===== src/rtl/wb_hyperram_split_pkg.sv =====
// Shared types and constants for the Wishbone HyperRAM channel splitter.
// Imported by the splitter top and its watchdog.
package wb_split_pkg;

  typedef enum logic [1:0] {
    IDLE = 2'd0,
    BUSY = 2'd1,
    RESP = 2'd2
  } split_state_e;

  localparam logic [31:0] ERR_UNMAPPED = 32'hBAD0_ADD0;
  localparam logic [31:0] ERR_TIMEOUT  = 32'hDEAD_BEEF;

  localparam int STAT_CH_LSB  = 0;
  localparam int STAT_CH_W    = 7;
  localparam int STAT_IRQ_BIT = 7;
  localparam int STAT_CNT_LSB = 8;
  localparam int STAT_CNT_W   = 8;

  function automatic logic [31:0] pack_status(input logic [STAT_CNT_W-1:0] cnt,
                                              input logic                  irq,
                                              input logic [STAT_CH_W-1:0]  ch);
    logic [31:0] w;
    w = '0;
    w[STAT_CNT_LSB +: STAT_CNT_W] = cnt;
    w[STAT_IRQ_BIT]               = irq;
    w[STAT_CH_LSB +: STAT_CH_W]   = ch;
    return w;
  endfunction

endpackage


===== src/rtl/wb_hyperram_split_if.sv =====
// Upstream Wishbone slave port of the splitter (Caravel user-area bus side).
interface wb_hyperram_split_if;
  logic        wbs_cyc_i;
  logic        wbs_stb_i;
  logic        wbs_we_i;
  logic [3:0]  wbs_sel_i;
  logic [31:0] wbs_adr_i;
  logic [31:0] wbs_dat_i;
  logic        wbs_ack_o;
  logic [31:0] wbs_dat_o;

  modport master (
    output wbs_cyc_i, wbs_stb_i, wbs_we_i, wbs_sel_i, wbs_adr_i, wbs_dat_i,
    input  wbs_ack_o, wbs_dat_o
  );

  modport slave (
    input  wbs_cyc_i, wbs_stb_i, wbs_we_i, wbs_sel_i, wbs_adr_i, wbs_dat_i,
    output wbs_ack_o, wbs_dat_o
  );
endinterface


===== src/rtl/wb_hyperram_split_watchdog.sv =====
// Channel-wait watchdog: counts BUSY cycles, pulses at the limit, and keeps a
// saturating timeout count, the last timed-out channel and a sticky irq.
module wb_split_watchdog
  import wb_split_pkg::*;
#(
  parameter int TIMEOUT_CYCLES = 255
) (
  input  logic                  clk,
  input  logic                  rst,
  input  logic                  busy,
  input  logic                  ack_hit,
  input  logic [2:0]            ch_idx,
  input  logic                  clear,
  output logic                  tc,
  output logic                  irq,
  output logic [STAT_CNT_W-1:0] evt_cnt,
  output logic [STAT_CH_W-1:0]  last_ch
);

  localparam logic [15:0] TC_VAL = 16'(TIMEOUT_CYCLES - 1);

  logic [15:0] wait_cnt;

  // A channel ack in the terminal cycle takes precedence over the timeout.
  assign tc = busy && !ack_hit && (wait_cnt == TC_VAL);

  always_ff @(posedge clk) begin
    if (rst || !busy) begin
      wait_cnt <= '0;
    end else begin
      wait_cnt <= wait_cnt + 16'd1;
    end
  end

  always_ff @(posedge clk) begin
    if (rst || clear) begin
      irq     <= 1'b0;
      evt_cnt <= '0;
      last_ch <= '0;
    end else if (tc) begin
      irq     <= 1'b1;
      evt_cnt <= (evt_cnt == '1) ? evt_cnt : evt_cnt + 1'b1;
      last_ch <= {4'b0, ch_idx};
    end
  end

endmodule


===== src/rtl/wb_hyperram_split.sv =====
// Wishbone splitter fanning one upstream slave out to NUM_CH HyperRAM channels.
// Define WB_SPLIT_TIMEOUT_EN to add the channel watchdog, status register and irq.
module wb_hyperram_split
  import wb_split_pkg::*;
#(
  parameter int          NUM_CH         = 2,
  parameter int          CH_ADDR_BITS   = 23,
  parameter logic [31:0] BASE_ADDR      = 32'h3000_0000,
  parameter int          TIMEOUT_CYCLES = 255
) (
  input  logic                     wb_clk_i,
  input  logic                     wb_rst_i,
  wb_hyperram_split_if.slave       wbs,
  output logic [NUM_CH-1:0]        ch_cyc_o,
  output logic [NUM_CH-1:0]        ch_stb_o,
  output logic                     ch_we_o,
  output logic [3:0]               ch_sel_o,
  output logic [31:0]              ch_adr_o,
  output logic [31:0]              ch_dat_o,
  input  logic [NUM_CH-1:0]        ch_ack_i,
  input  logic [32*NUM_CH-1:0]     ch_dat_i,
  output logic                     irq_o
);

  localparam int               IDX_W   = $clog2(NUM_CH + 1);
  localparam logic [IDX_W-1:0] NUM_IDX = IDX_W'(NUM_CH);
  localparam logic [31:0]      LO_MASK = (32'h1 << CH_ADDR_BITS) - 32'h1;
  // Bits between the channel index and the base nibble must be zero.
  localparam logic [31:0]      HI_MASK = 32'h0FFF_FFFF &
                                         ~((32'h1 << (CH_ADDR_BITS + IDX_W)) - 32'h1);

  if (NUM_CH < 1 || NUM_CH > 8) begin : g_bad_num_ch
    $error("wb_hyperram_split: NUM_CH must be in 1..8");
  end
  if (CH_ADDR_BITS + IDX_W > 28) begin : g_bad_window
    $error("wb_hyperram_split: CH_ADDR_BITS + IDX_W exceeds 28");
  end
  if (TIMEOUT_CYCLES < 1 || TIMEOUT_CYCLES > 65535) begin : g_bad_timeout
    $error("wb_hyperram_split: TIMEOUT_CYCLES must be in 1..65535");
  end

  split_state_e state, state_nx;

  logic [31:0]       adr_q, dat_q, rdat_q;
  logic              we_q;
  logic [3:0]        sel_q;
  logic [NUM_CH-1:0] ch_oh_q;

  logic [IDX_W-1:0]  req_idx;
  logic              req_valid, req_mapped, req_is_ch, req_is_stat;
  logic [NUM_CH-1:0] req_oh;
  logic              accept, ack_hit, tc;
  logic [31:0]       ch_rdat, accept_dat;

  always_comb begin
    req_valid  = wbs.wbs_cyc_i && wbs.wbs_stb_i;
    req_idx    = wbs.wbs_adr_i[CH_ADDR_BITS +: IDX_W];
    req_mapped = (wbs.wbs_adr_i[31:28] == BASE_ADDR[31:28]) &&
                 ((wbs.wbs_adr_i & HI_MASK) == 32'h0);
    req_is_ch  = req_mapped && (req_idx < NUM_IDX);
    req_oh     = '0;
    for (int n = 0; n < NUM_CH; n++) begin
      req_oh[n] = req_is_ch && (req_idx == IDX_W'(n));
    end
  end

  assign accept  = (state == IDLE) && req_valid;
  assign ack_hit = (state == BUSY) && |(ch_ack_i & ch_oh_q);

  always_comb begin
    ch_rdat = '0;
    for (int n = 0; n < NUM_CH; n++) begin
      if (ch_oh_q[n]) ch_rdat = ch_rdat | ch_dat_i[32*n +: 32];
    end
  end

`ifdef WB_SPLIT_TIMEOUT_EN
  logic                  stat_clear;
  logic                  wd_irq;
  logic [STAT_CNT_W-1:0] wd_cnt;
  logic [STAT_CH_W-1:0]  wd_last;
  logic [2:0]            ch_enc;

  assign req_is_stat = req_mapped && (req_idx == NUM_IDX);
  assign stat_clear  = accept && req_is_stat && wbs.wbs_we_i;
  assign accept_dat  = req_is_stat ? (wbs.wbs_we_i ? 32'h0 : pack_status(wd_cnt, wd_irq, wd_last))
                                   : ERR_UNMAPPED;
  assign irq_o       = wd_irq;

  always_comb begin
    ch_enc = '0;
    for (int n = 0; n < NUM_CH; n++) begin
      if (ch_oh_q[n]) ch_enc = 3'(n);
    end
  end

  wb_split_watchdog #(
    .TIMEOUT_CYCLES (TIMEOUT_CYCLES)
  ) u_watchdog (
    .clk     (wb_clk_i),
    .rst     (wb_rst_i),
    .busy    (state == BUSY),
    .ack_hit (ack_hit),
    .ch_idx  (ch_enc),
    .clear   (stat_clear),
    .tc      (tc),
    .irq     (wd_irq),
    .evt_cnt (wd_cnt),
    .last_ch (wd_last)
  );
`else
  assign req_is_stat = 1'b0;
  assign accept_dat  = ERR_UNMAPPED;
  assign tc          = 1'b0;
  assign irq_o       = 1'b0;
`endif

  always_ff @(posedge wb_clk_i) begin
    if (wb_rst_i) state <= IDLE;
    else          state <= state_nx;
  end

  always_comb begin
    state_nx      = state;
    wbs.wbs_ack_o = 1'b0;
    wbs.wbs_dat_o = '0;
    unique case (state)
      IDLE: if (req_valid) state_nx = req_is_ch ? BUSY : RESP;
      BUSY: if (ack_hit || tc) state_nx = RESP;
      RESP: begin
        state_nx      = IDLE;
        wbs.wbs_ack_o = 1'b1;
        wbs.wbs_dat_o = rdat_q;
      end
      default: state_nx = IDLE;
    endcase
  end

  // Request latch and response capture; the one-hot strobe is only set in BUSY.
  always_ff @(posedge wb_clk_i) begin
    if (wb_rst_i) begin
      adr_q   <= '0;
      dat_q   <= '0;
      we_q    <= 1'b0;
      sel_q   <= '0;
      rdat_q  <= '0;
      ch_oh_q <= '0;
    end else if (accept) begin
      adr_q   <= wbs.wbs_adr_i & LO_MASK;
      dat_q   <= wbs.wbs_dat_i;
      we_q    <= wbs.wbs_we_i;
      sel_q   <= wbs.wbs_sel_i;
      ch_oh_q <= req_oh;
      rdat_q  <= req_is_ch ? 32'h0 : accept_dat;
    end else if (ack_hit) begin
      rdat_q  <= ch_rdat;
      ch_oh_q <= '0;
    end else if (tc) begin
      rdat_q  <= ERR_TIMEOUT;
      ch_oh_q <= '0;
    end
  end

  assign ch_cyc_o = ch_oh_q;
  assign ch_stb_o = ch_oh_q;
  assign ch_we_o  = we_q;
  assign ch_sel_o = sel_q;
  assign ch_adr_o = adr_q;
  assign ch_dat_o = dat_q;

endmodule


===== src/flat_wrapper.sv =====
// flat-port wrapper written by rule: the top's interface ports become plain ports
module wb_hyperram_split_flat import wb_split_pkg::*;
#(
  parameter int          NUM_CH         = 2,
  parameter int          CH_ADDR_BITS   = 23,
  parameter logic [31:0] BASE_ADDR      = 32'h3000_0000,
  parameter int          TIMEOUT_CYCLES = 255
)
  (wb_clk_i, wb_rst_i, ch_cyc_o, ch_stb_o, ch_we_o, ch_sel_o, ch_adr_o, ch_dat_o, ch_ack_i, ch_dat_i, irq_o, wbs_wbs_cyc_i, wbs_wbs_stb_i, wbs_wbs_we_i, wbs_wbs_sel_i, wbs_wbs_adr_i, wbs_wbs_dat_i, wbs_wbs_ack_o, wbs_wbs_dat_o);
  wb_hyperram_split_if wbs_i ();
  input  logic wb_clk_i;
  input  logic wb_rst_i;
  output logic [NUM_CH-1:0] ch_cyc_o;
  output logic [NUM_CH-1:0] ch_stb_o;
  output logic ch_we_o;
  output logic [3:0] ch_sel_o;
  output logic [31:0] ch_adr_o;
  output logic [31:0] ch_dat_o;
  input  logic [NUM_CH-1:0] ch_ack_i;
  input  logic [32*NUM_CH-1:0] ch_dat_i;
  output logic irq_o;
  input wire logic [$bits(wbs_i.wbs_cyc_i)-1:0] wbs_wbs_cyc_i;
  input wire logic [$bits(wbs_i.wbs_stb_i)-1:0] wbs_wbs_stb_i;
  input wire logic [$bits(wbs_i.wbs_we_i)-1:0] wbs_wbs_we_i;
  input wire logic [$bits(wbs_i.wbs_sel_i)-1:0] wbs_wbs_sel_i;
  input wire logic [$bits(wbs_i.wbs_adr_i)-1:0] wbs_wbs_adr_i;
  input wire logic [$bits(wbs_i.wbs_dat_i)-1:0] wbs_wbs_dat_i;
  output wire logic [$bits(wbs_i.wbs_ack_o)-1:0] wbs_wbs_ack_o;
  output wire logic [$bits(wbs_i.wbs_dat_o)-1:0] wbs_wbs_dat_o;
  assign wbs_i.wbs_cyc_i = wbs_wbs_cyc_i;
  assign wbs_i.wbs_stb_i = wbs_wbs_stb_i;
  assign wbs_i.wbs_we_i = wbs_wbs_we_i;
  assign wbs_i.wbs_sel_i = wbs_wbs_sel_i;
  assign wbs_i.wbs_adr_i = wbs_wbs_adr_i;
  assign wbs_i.wbs_dat_i = wbs_wbs_dat_i;
  assign wbs_wbs_ack_o = wbs_i.wbs_ack_o;
  assign wbs_wbs_dat_o = wbs_i.wbs_dat_o;
  wb_hyperram_split #(.NUM_CH(NUM_CH), .CH_ADDR_BITS(CH_ADDR_BITS), .BASE_ADDR(BASE_ADDR), .TIMEOUT_CYCLES(TIMEOUT_CYCLES)) u_core (.wb_clk_i(wb_clk_i), .wb_rst_i(wb_rst_i), .wbs(wbs_i), .ch_cyc_o(ch_cyc_o), .ch_stb_o(ch_stb_o), .ch_we_o(ch_we_o), .ch_sel_o(ch_sel_o), .ch_adr_o(ch_adr_o), .ch_dat_o(ch_dat_o), .ch_ack_i(ch_ack_i), .ch_dat_i(ch_dat_i), .irq_o(irq_o));
endmodule

===== config.mk =====
export PLATFORM = sky130hd
export DESIGN_NAME = wb_hyperram_split_flat
export DESIGN_NICKNAME = d
export VERILOG_FILES = /design/src/rtl/wb_hyperram_split_pkg.sv /design/src/rtl/wb_hyperram_split_if.sv /design/src/rtl/wb_hyperram_split_watchdog.sv /design/src/rtl/wb_hyperram_split.sv /design/src/flat_wrapper.sv
export SDC_FILE = /design/constraint.sdc
export NUM_CORES = 1
export LEC_CHECK = 0
export CORE_AREA = 2 2 93 139
export CTS_CLUSTER_SIZE = 16
export DETAILED_ROUTE_END_ITERATION = 6
export DIE_AREA = 0 0 95 141
export GPL_ROUTABILITY_DRIVEN = 0
export HOLD_SLACK_MARGIN = 0.08
export MAX_ROUTING_LAYER = met4
export PLACE_DENSITY_LB_ADDON = 0.3
export RECOVER_POWER = 50
export SLEW_MARGIN = 20
export SYNTH_ARGS = -nofsm -noshare
export SYNTH_HDL_FRONTEND = slang
export SYNTH_SLANG_ARGS = --single-unit

===== constraint.sdc =====
create_clock -name wb_clk_i -period 1.5 [get_ports wb_clk_i]
set_clock_uncertainty 0.1 [all_clocks]
set_input_delay 0.3 -clock wb_clk_i [delete_from_list [all_inputs] [get_ports wb_clk_i]]
set_output_delay 0.3 -clock wb_clk_i [all_outputs]
set_load 0.05 [all_outputs]

==> metrics.txt <==
# TYPE chip_impl_metric gauge
chip_impl_info{name="hp-class",value="in2reg"} 1
chip_impl_metric{name="ant_nets",unit=""} 0
chip_impl_metric{name="vias_in_the_first_global_route",unit=""} 4721
chip_impl_metric{name="grt_start_max_net_pins",unit=""} 41
chip_impl_info{name="cts_tree",value="done"} 1
chip_impl_info{name="crit_reg_reg_endpoint",value="u_core.rdat_q[28]"} 1
chip_impl_metric{name="timing.reg2reg.setup_slack",unit="ns"} -0.24
chip_impl_metric{name="antenna_found_initial",unit=""} 2
chip_impl_info{name="outcome",value="finished, violations left"} 1
chip_impl_metric{name="seqPwrFrac",unit="%"} 40.1
chip_impl_metric{name="floorplan.die.width",unit="um"} 95
chip_impl_metric{name="ff2ff_path_depth",unit=""} 6
chip_impl_metric{name="ys_seq_area_share",unit="%"} 47.3
chip_impl_metric{name="die_area",unit="um^2"} 13400
chip_impl_metric{name="cts_hold_repair.buffers",unit=""} 0
chip_impl_metric{name="power.internal",unit="mW"} 4.88
chip_impl_metric{name="floorplan.initialDensity",unit="%"} 32.9
chip_impl_metric{name="final-max-slew-violation-count",unit=""} 0
chip_impl_metric{name="min_period_over_period",unit="%"} 130
chip_impl_metric{name="detailed_place_hpwl",unit="um"} 10900
chip_impl_metric{name="post-route-cell-area",unit="um^2"} 8800
chip_impl_metric{name="power_per_cell_area",unit="nW/um^2"} 772
chip_impl_metric{name="drt-initial-drc-count",unit=""} 194
chip_impl_metric{name="post_synth_inst_count",unit=""} 476
chip_impl_metric{name="synthToLayoutAreaGrowth",unit="%"} 117
chip_impl_metric{name="finalWirelength",unit="um"} 18400
chip_impl_info{name="endpoint_kind",value="output port"} 1
chip_impl_metric{name="grt_overflow_total",unit=""} 0
chip_impl_metric{name="fmaxAchievable",unit="MHz"} 515
chip_impl_metric{name="layout.nets",unit=""} 874
chip_impl_metric{name="instances_no_fill",unit=""} 898
chip_impl_metric{name="worst-endpoint-arrival",unit="ns"} 1.54
chip_impl_metric{name="avgViaCountPerCell",unit=""} 5.26
chip_impl_metric{name="worst_slew_margin_rel",unit="%"} 52.9
chip_impl_metric{name="filler_cell_count",unit=""} 807
chip_impl_metric{name="p_comb_share",unit="%"} 23.5
chip_impl_metric{name="p_sw_share",unit="%"} 28.3
chip_impl_metric{name="worst_path_largest_cell_delay",unit="ns"} 0.35
chip_impl_metric{name="post_synth_instance_area",unit="um^2"} 4060
chip_impl_metric{name="placement.io_buffers",unit=""} 235
chip_impl_metric{name="cts_made_buffers",unit=""} 9
chip_impl_metric{name="cp_max_fo",unit=""} 8
chip_impl_metric{name="synth_seq_cells",unit=""} 96
chip_impl_metric{name="std_cell_rows",unit=""} 50
chip_impl_metric{name="drive_above_1_share",unit="%"} 47.4
chip_impl_metric{name="insertion_delay",unit="ns"} 0.34
chip_impl_metric{name="worstMarginPinSlew",unit="ns"} 0.704
chip_impl_metric{name="clkTransAtPathRegs",unit="ns"} 0.07
chip_impl_metric{name="firstDrtPassIters",unit=""} 4
chip_impl_info{name="slowest_stage",value="dfxtp_2"} 1
chip_impl_metric{name="dr_total_vias",unit=""} 4725
chip_impl_metric{name="layout_setup_ws",unit="ns"} -0.443
chip_impl_metric{name="synth_warnings",unit=""} 0
chip_impl_metric{name="grt_first_pass_wirelength",unit="um"} 24900
chip_impl_metric{name="wire_per_inst",unit="um"} 20.5
chip_impl_metric{name="ir_drop",unit="V"} 0.000544
chip_impl_metric{name="hold_critical_path_depth",unit=""} 3
chip_impl_info{name="grt_setup_unrepaired",value="yes"} 1
chip_impl_info{name="hold_path_startpoint",value="wb_rst_i"} 1
chip_impl_info{name="crit-reg2reg-launch",value="u_core.state[0]"} 1
chip_impl_metric{name="crit_required",unit="ns"} 1.10
chip_impl_metric{name="grt.total_usage",unit="%"} 25.0
chip_impl_metric{name="number_of_h_tree_branching_levels",unit=""} 3
chip_impl_metric{name="share_clk_of_total_power",unit="%"} 36.4
chip_impl_info{name="worst_hold_path.endpoint",value="u_core.ch_cyc_o[0]"} 1
chip_impl_metric{name="fp.coreArea",unit="um^2"} 12300
chip_impl_metric{name="die_y",unit="um"} 141
chip_impl_metric{name="post_synth.cell_area_avg",unit="um^2"} 8.53
chip_impl_metric{name="yosys.cell_types.count",unit=""} 30
chip_impl_metric{name="min_period",unit="ns"} 1.94
chip_impl_info{name="timing.setup.critical_path_class",value="reg2out"} 1
chip_impl_metric{name="layout.core_utilization",unit="%"} 71.4
chip_impl_metric{name="total_switching_power",unit="mW"} 1.92
chip_impl_info{name="failed_checks",value="setup timing"} 1
chip_impl_metric{name="drv.max_cap_violation_count",unit=""} 0
chip_impl_metric{name="cts_sinks",unit=""} 96
chip_impl_metric{name="clockBufferDepth",unit=""} 2
chip_impl_metric{name="detail_route.drc_violations",unit=""} 0
chip_impl_metric{name="num_io_pins",unit=""} 246
chip_impl_metric{name="report.final.hold_viol_count",unit=""} 0
chip_impl_metric{name="place.detailed.instances",unit=""} 849
chip_impl_metric{name="final-setup-viol-count",unit=""} 113
chip_impl_metric{name="design_power_total",unit="mW"} 6.79
chip_impl_info{name="root_buffer",value="clkbuf_16"} 1
chip_impl_info{name="crit_path_start_kind",value="flop"} 1
chip_impl_info{name="timing.critical_path.cells",value="buf_6 > nor2b_4 > buf_4 > buf_8 > and2_4 > buf_12"} 1
chip_impl_metric{name="total_leakage_power",unit="nW"} 3.61
chip_impl_metric{name="post_place_cell_area",unit="um^2"} 7740
-- placed cells by master, fill, tap and decap left out, drive strengths merged --
| cell | count |
|---|---|
| o211ai | 7 |
| nand4bb | 1 |
| diode | 2 |
| nand4 | 1 |
| a211oi | 14 |
| buf | 118 |
| dfxtp | 96 |
| nand3 | 5 |
| nor3 | 1 |
| nor2 | 2 |
| clkinv | 2 |
| clkdlybuf4s50 | 127 |
| nand4b | 1 |
| and2 | 32 |
| a22oi | 12 |
| clkbuf | 51 |
| nand2 | 122 |
| dlymetal6s2s | 9 |
| a211o | 1 |
| a21oi | 78 |
| nor2b | 2 |
| a22o | 22 |
| a221o | 16 |
| inv | 1 |
| bufinv | 2 |
| dlygate4sd2 | 1 |
| conb | 10 |
| a32oi | 1 |
| nor4 | 1 |
| and4bb | 2 |
| nand2b | 2 |
-- final cells by class --
type | count | area, um^2 | area share (%)
Sequential cell | 96 | 1930 | 22.0
Timing Repair Buffer | 295 | 3650 | 41.4
Clock inverter | 5 | 80.1 | 0.910
Clock buffer | 11 | 233 | 2.64
Tap cell | 156 | 195 | 2.22
Multi-Input combinational cell | 333 | 2710 | 30.8
Antenna cell | 2 | 5.00 | 0.0569
-- power groups by stage --
stage | registers (mW) | clock network, mW | logic, mW
floorplan | 3.01 | 0 | 0.348
global placement | 2.80 | 0 | 1.36
detailed placement | 2.81 | 0 | 1.39
CTS | 2.75 | 2.48 | 1.63
global route | 2.74 | 2.59 | 1.66
finish | 2.73 | 2.47 | 1.59
-- worst max path at each step --
stage / slack [ns] / depth (start not counted) / end / startpoint
2_1_floorplan: -0.19 / 5 / u_core.rdat_q[11] / u_core.ch_cyc_o[0]
3_3_place_gp: -0.65 / 4 / u_core.rdat_q[4] / wbs_wbs_adr_i[31]
3_5_place_dp: -0.74 / 4 / u_core.rdat_q[28] / wbs_wbs_adr_i[31]
4_1_cts: -0.41 / 6 / wbs_wbs_dat_o[0] / u_core.state[1]
5_1_grt: -0.49 / 6 / wbs_wbs_dat_o[5] / u_core.state[1]
6_report: -0.44 / 6 / wbs_wbs_dat_o[5] / u_core.state[1]
-- sequential cells by signal, summed over array words and instances (netlist names) --
signal,count
u_core.ch_we_o,1
u_core.ch_cyc_o,2
u_core.ch_dat_o,32
u_core.ch_adr_o,23
u_core.rdat_q,32
u_core.state,2
u_core.ch_sel_o,4
-- per-layer routing --
metal  global-route usage, %  share of wire (%)  vias up
li1                        -                  -     2160
met1                    26.0                 34     2282
met2                    45.2                 55      238
met3                    5.56                7.6       45
met4                    9.53                3.3        0
met5                       -                  0        -
-- stage by stage --
step / setup WS (ns) / setup TNS [ns] / hold WS, ns
global route: -0.490 / -31.75 / 0.262
global placement: -0.651 / -47.68 / 0.362
detailed placement: -0.741 / -53.36 / 0.364
CTS: -0.413 / -29.07 / 0.229
floorplan: -0.187 / -3.82 / 0.336
finish: -0.443 / -26.65 / 0.247
-- logic make-up (layout without fill, tap and decap cells) --
kind of cell / Yosys count / in the layout / share of synthesized area, %
other: 1 / 12 / 0.0924
buffers and inverters: 56 / 311 / 7.49
AND/OR/NAND/NOR: 172 / 172 / 19.7
AO/OA/AOI/OAI: 151 / 151 / 25.4
flip-flops: 96 / 96 / 47.3
-- Yosys cell counts --
cell type / n / area share [%]
a21oi_1: 78 / 9.6
and4bb_2: 1 / 0.31
conb_1: 1 / 0.092
nor3_2: 1 / 0.25
nand4_1: 1 / 0.15
nor4_4: 1 / 0.52
o211ai_1: 7 / 1.3
a22oi_2: 1 / 0.31
clkbuf_1: 25 / 2.3
nand2b_1: 2 / 0.31
a22oi_1: 11 / 2.0
a211oi_4: 1 / 0.49
a211o_1: 1 / 0.22
buf_4: 12 / 2.2
a211oi_1: 12 / 2.2
buf_2: 15 / 1.8
a221o_1: 16 / 3.9
nand2_1: 122 / 11
nor2b_1: 2 / 0.31
nand4bb_1: 1 / 0.28
a22o_1: 22 / 4.7
nand4b_1: 1 / 0.22
and4bb_1: 1 / 0.31
a211oi_2: 1 / 0.31
dfxtp_1: 96 / 47
nand3_1: 5 / 0.62
a32oi_1: 1 / 0.22
nor2_1: 2 / 0.19
and2_1: 32 / 4.9
buf_6: 4 / 1.1
-- worst max-delay path: cells and delay by family (launching register included) --
family,cells,cell delay [ns]
flip-flops,1,0.35
AND/OR/NAND/NOR,2,0.35
buffers and inverters,4,0.50
-- what timing repair did --
action,4_1_cts,5_1_grt
pin swaps,50,122
gates cloned,12,3
resized for setup,89,169
buffers inserted,15,13
setup endpoints to repair,126,131
No activity file was read; power rests on OpenSTA's default activity.
